===== src/rtl/serial_eq_ctrl_pkg.sv =====
// Shared definitions for serial_eq_ctrl: FSM state encoding and the
// default operand width.
package serial_eq_ctrl_pkg;

   localparam int DEFAULT_WIDTH = 16;

   typedef enum logic [1:0] {
      IDLE = 2'd0,
      RUN  = 2'd1,
      DONE = 2'd2
   } state_t;

endpackage : serial_eq_ctrl_pkg


===== src/rtl/serial_eq_ctrl_if.sv =====
// Request/response bundle for serial_eq_ctrl. The master side issues
// start with both operands; the slave side (the comparator) returns
// busy, the done pulse and the equality result Y.
interface serial_eq_ctrl_if #(
   parameter int WIDTH = serial_eq_ctrl_pkg::DEFAULT_WIDTH
);

   logic             start;
   logic [WIDTH-1:0] A;
   logic [WIDTH-1:0] B;
   logic             busy;
   logic             done;
   logic             Y;

   modport master (
      output start, A, B,
      input  busy, done, Y
   );

   modport slave (
      input  start, A, B,
      output busy, done, Y
   );

endinterface : serial_eq_ctrl_if


===== src/rtl/serial_eq_ctrl_two_bit_equality.sv =====
// Shared 2-bit equality unit used by serial_eq_ctrl: Y is high when the
// two 2-bit slices match.
module twoBitEquality (
   input  logic [1:0] A,
   input  logic [1:0] B,
   output logic       Y
);

   assign Y = (A == B);

endmodule : twoBitEquality


===== src/rtl/serial_eq_ctrl.sv =====
// Serial equality comparator. Operands are captured on start and compared
// two bits per cycle, LSB pair first, through one shared 2-bit equality
// unit. WIDTH must be even and >= 4.
//
// Build option: define SERIAL_EQ_EARLY_EXIT_EN to leave RUN on the first
// mismatching pair instead of always walking all WIDTH/2 pairs. The
// result Y is the same in both builds; only the latency differs.
module serial_eq_ctrl
   import serial_eq_ctrl_pkg::*;
#(
   parameter int WIDTH = DEFAULT_WIDTH
) (
   input  logic            clk,
   input  logic            rst,
   serial_eq_ctrl_if.slave bus
);

   localparam int NPAIR = WIDTH / 2;
   localparam int CNT_W = (NPAIR > 1) ? $clog2(NPAIR) : 1;
   localparam logic [CNT_W-1:0] CNT_LAST = CNT_W'(NPAIR - 1);
   localparam logic [CNT_W-1:0] CNT_ONE  = CNT_W'(1);

   state_t           state;
   state_t           state_nxt;
   logic [CNT_W-1:0] cnt;
   logic [WIDTH-1:0] sa;
   logic [WIDTH-1:0] sb;
   logic             acc;
   logic             y_q;
   logic             pair_eq;
   logic             last_pair;

   twoBitEquality u_pair_eq (
      .A (sa[1:0]),
      .B (sb[1:0]),
      .Y (pair_eq)
   );

   assign last_pair = (cnt == CNT_LAST);

   // Next-state decision; start is only looked at in IDLE and DONE.
   always_comb begin
      // NOTE: assign every always_comb output a default before any branch,
      // otherwise a path that skips the assignment infers a latch.
      state_nxt = state;
      unique case (state)
         IDLE: if (bus.start) state_nxt = RUN;
         RUN: begin
            if (last_pair) begin
               state_nxt = DONE;
            end
`ifdef SERIAL_EQ_EARLY_EXIT_EN
            else if (!pair_eq) begin
               state_nxt = DONE;
            end
`endif
         end
         DONE: state_nxt = bus.start ? RUN : IDLE;
         default: state_nxt = IDLE;
      endcase
   end

   // FSM state, pair counter, operand shift registers, accumulator and
   // result register, all in one clocked process.
   always_ff @(posedge clk or posedge rst) begin
      // NOTE: sequential state uses non-blocking assignments so every
      // register samples values from before the edge, independent of
      // statement order.
      if (rst) begin
         state <= IDLE;
         cnt   <= '0;
         sa    <= '0;
         sb    <= '0;
         acc   <= 1'b1;
         y_q   <= 1'b0;
      end else begin
         state <= state_nxt;
         unique case (state)
            IDLE, DONE: begin
               if (bus.start) begin
                  sa  <= bus.A;
                  sb  <= bus.B;
                  cnt <= '0;
                  acc <= 1'b1;
               end
            end
            RUN: begin
               acc <= acc & pair_eq;
               sa  <= sa >> 2;
               sb  <= sb >> 2;
               // Hold on the last pair so the counter never wraps.
               if (!last_pair) cnt <= cnt + CNT_ONE;
               // Y is loaded on the edge that enters DONE so it is valid
               // during the done pulse and only moves at that point.
               if (state_nxt == DONE) y_q <= acc & pair_eq;
            end
            default: ;
         endcase
      end
   end

   assign bus.busy = (state == RUN);
   assign bus.done = (state == DONE);
   assign bus.Y    = y_q;

endmodule : serial_eq_ctrl


===== src/flat_wrapper.sv =====
// flat-port wrapper written by rule: the top's interface ports become plain ports
module serial_eq_ctrl_flat import serial_eq_ctrl_pkg::*;
#(
   parameter int WIDTH = DEFAULT_WIDTH
)
  (clk, rst, bus_start, bus_A, bus_B, bus_busy, bus_done, bus_Y);
  serial_eq_ctrl_if #(.WIDTH(WIDTH)) bus_i ();
  input  logic clk;
  input  logic rst;
  input wire logic [$bits(bus_i.start)-1:0] bus_start;
  input wire logic [$bits(bus_i.A)-1:0] bus_A;
  input wire logic [$bits(bus_i.B)-1:0] bus_B;
  output wire logic [$bits(bus_i.busy)-1:0] bus_busy;
  output wire logic [$bits(bus_i.done)-1:0] bus_done;
  output wire logic [$bits(bus_i.Y)-1:0] bus_Y;
  assign bus_i.start = bus_start;
  assign bus_i.A = bus_A;
  assign bus_i.B = bus_B;
  assign bus_busy = bus_i.busy;
  assign bus_done = bus_i.done;
  assign bus_Y = bus_i.Y;
  serial_eq_ctrl #(.WIDTH(WIDTH)) u_core (.clk(clk), .rst(rst), .bus(bus_i));
endmodule

===== config.mk =====
export PLATFORM = sky130hd
export DESIGN_NAME = serial_eq_ctrl_flat
export DESIGN_NICKNAME = d
export VERILOG_FILES = /design/src/rtl/serial_eq_ctrl_pkg.sv /design/src/rtl/serial_eq_ctrl_if.sv /design/src/rtl/serial_eq_ctrl_two_bit_equality.sv /design/src/rtl/serial_eq_ctrl.sv /design/src/flat_wrapper.sv
export SDC_FILE = /design/constraint.sdc
export NUM_CORES = 1
export LEC_CHECK = 0
export BUFFER_PORTS_ARGS = -buffer_cell sky130_fd_sc_hd__buf_2
export CORE_ASPECT_RATIO = 1.25
export CORE_MARGIN = 1.5
export CORE_UTILIZATION = 55
export CTS_BUF_LIST = sky130_fd_sc_hd__clkbuf_4
export DETAILED_ROUTE_END_ITERATION = 7
export GPL_ROUTABILITY_DRIVEN = 1
export PLACE_DENSITY_LB_ADDON = 0.25
export SYNTH_ARGS = -nofsm -noshare
export SYNTH_HDL_FRONTEND = slang
export SYNTH_HIERARCHICAL = 1
export SYNTH_SLANG_ARGS = --single-unit

===== constraint.sdc =====
create_clock -name clk -period 2.4 [get_ports clk]
set_input_delay 0.12 -clock clk [delete_from_list [all_inputs] [get_ports clk]]
set_output_delay 0.12 -clock clk [all_outputs]
set_load 0.05 [all_outputs]

==> results.sh <==
export IMPL_status="completed"
export IMPL_cts_tree="done"
export IMPL_place_gp_congestion=0.777
export IMPL_fin_crit_sh=0.894
export IMPL_reg2regPathDepth=3
export IMPL_syn_to_final_growth_pct=13.1
export IMPL_synthesis_instances=188
export IMPL_hold_viol_final=0
export IMPL_skew_ns=0.0134
export IMPL_synthesis_area_um2=1990
export IMPL_ys_seq_area_frac=0.492
export IMPL_grt_max_degree=39
export IMPL_drcViolationCount=0
export IMPL_syn_area_per_cell_um2=10.6
export IMPL_n_antenna_cell=0
export IMPL_peakVddDrop_v=0.000660
export IMPL_clock_sinks=39
export IMPL_dp_hpwl_mm=2.83
export IMPL_stdcell_count=267
export IMPL_fillers=307
export IMPL_core_area_um2=3480
export IMPL_initial_core_util=0.571
export IMPL_finalInstanceArea_um2=2250
export IMPL_fin_nets=264
export IMPL_netlist_cell_type_count=30
export IMPL_multi_input_area_um2=857
export IMPL_final_common_cell="dfrtp_1"
export IMPL_hold_path_class="primary input to register"
export IMPL_drtAntennaViolNets=0
export IMPL_p_per_area_nw_per_um2=1140
export IMPL_grt_pass1_vias=1609
export IMPL_ys_warn_count=6
export IMPL_clockBufferDepth=2
export IMPL_cts_buffers=5
export IMPL_die_w_um=56.8
export IMPL_dr_pass1_iters=4
export IMPL_clkTransAtPathRegs_ns=0.12
export IMPL_layout_drive_gt1_share=0.232
export IMPL_tns_ns=0
export IMPL_worst_pin_slew_ns=0.852
export IMPL_vias=1543
export IMPL_clk_latency_ns=0.34
export IMPL_rsz0062_at_grt="false"
export IMPL_yosys_register_bits=39
export IMPL_hold_depth=3
export IMPL_setup_viol=0
export IMPL_die_area_um2=3990
export IMPL_arrival_ns=2.03
export IMPL_die_y_um=70.2
export IMPL_via_per_inst=5.78
export IMPL_utilization=0.645
export IMPL_drv_slew=0
export IMPL_grt_usage=0.226
export IMPL_final_cell_mix="38 x dfrtp_1, 37 x buf_2, 26 x a21oi_1"
export IMPL_htreeDepth=2
export IMPL_synth_nets=225
export IMPL_cp_required_ns=2.28
export IMPL_dp_cells=255
export IMPL_crit_path_end_kind="output port"
export IMPL_pin_count=38
export IMPL_drtIter0Drc=57
export IMPL_cp_start_kind="register"
export IMPL_cts_root_buf="clkbuf_4"
export IMPL_max_freq_mhz=466
export IMPL_row_count=24
export IMPL_wire_per_inst_um=14.7
export IMPL_antenna_found_initial=0
export IMPL_placedInstanceArea_um2=2150
export IMPL_wirelength_mm=3.92
export IMPL_criticalPathCategory="register to output port"
export IMPL_slew_headroom=0.432
export IMPL_p_leak_nw=1.04
export IMPL_postCtsSetupBuffers=0
export IMPL_portBuffers=37
export IMPL_seq_area_um2=977
export IMPL_grt_first_pass_wirelength_mm=7.07
export IMPL_period_needed_ns=2.15
export IMPL_gr_total_overflow=0
export IMPL_cp_max_fo=26
export IMPL_cap_violations=0
sequential cells by signal (all words and copies together), names as in the netlist:
register,flops
u_core/sa,16
u_core/sb,16
u_core/cnt,3
u_core/acc,1
u_core/bus.Y,1
u_core/state,2
power by group:
part / leakage (nW) / switching, mW / internal, mW
clock: 0.0331 / 0.204 / 0.122
sequential: 0.464 / 0.261 / 0.963
combinational: 0.547 / 0.531 / 0.476
total: 1.04 / 0.996 / 1.56
Yosys cell counts (all sizes together):
library cell	instances	area [um2]
o211ai	1	7.51
inv	13	48.8
and2	1	6.26
or3b	1	11.3
dfstp	1	26.3
nand4	1	6.26
clkbuf	3	11.3
dfrtp	38	951
xor2	2	17.5
a21oi	26	130
and3b	2	17.5
a221o	2	20.0
nor2b	7	43.8
and2b	11	82.6
a22o	3	26.3
nor2	3	18.8
nand2b	2	12.5
nand2	5	18.8
mux2i	17	170
o21ai	4	20.0
o22ai	10	62.6
a211oi	16	120
ha	2	25.0
a21o	1	15.0
nand3	5	25.0
buf	11	93.8
worst paths after layout:
| path | slack (ns) | to | start |
|---|---|---|---|
| min | 0.05 | u_core/sa[4] | bus_A[4] |
| max | 0.25 | bus_busy | u_core/state[0] |
| max in group asynchronous | 1.26 | u_core/sa[1] | rst |
| max reg2reg | 0.53 | u_core/sb[2] | u_core/state[0] |
| min reg2reg | 0.51 | u_core/acc | u_core/acc |
| min in group asynchronous | 0.47 | u_core/sa[14] | rst |
area by class of cell:
class	count	area share
Inverter	13	0.0217
Sequential cell	39	0.435
Clock buffer	6	0.0200
Tap cell	39	0.0217
Multi-Input combinational cell	122	0.381
Clock inverter	2	0.00390
Timing Repair Buffer	46	0.117
critical path, cell delays in order, from the launching register on:
cell	delay (ns)
dfrtp_1	0.92
nand2b_1	0.12
buf_4	0.21
inv_1	0.14
buf_2	0.29
metrics by stage:
step,hold slack [ns],power (mW),setup WS [ns]
6_report,0.0525,2.56,0.254
4_1_cts,0.0458,2.57,0.266
3_5_place_dp,0.333,2.24,0.587
2_1_floorplan,0.253,2.02,0.844
3_3_place_gp,0.312,2.16,0.672
5_1_grt,0.0421,2.79,0.0833
what timing repair did:
| item | 4_1_cts | 5_1_grt |
|---|---|---|
| hold buffers | 4 | 0 |
| gates resized for setup | 0 | 0 |
| setup endpoints to repair | 0 | 0 |
| endpoints found under the hold margin | 23 | 0 |
per-layer routing:
layer  global-route usage  wire (um)  up-vias
met4               0.0672         44        0
li1                     -          -      750
met3               0.0481        192        4
met1                0.287       1640      752
met2                0.385       2040       37
met5                    0          0        -
cell families (layout without fill, tap and decap cells):
family	count (synthesis)	after routing	synth area share
and+or+nand+nor	38	38	0.122
DFF	39	39	0.492
xor gates and xnor gates	2	2	0.00881
adders and majority gates	2	2	0.0126
AOI/OAI and AO/OA	63	63	0.202
buffers and inverters	27	67	0.0774
muxes	17	17	0.0856
(Power assumes the default switching activity.)
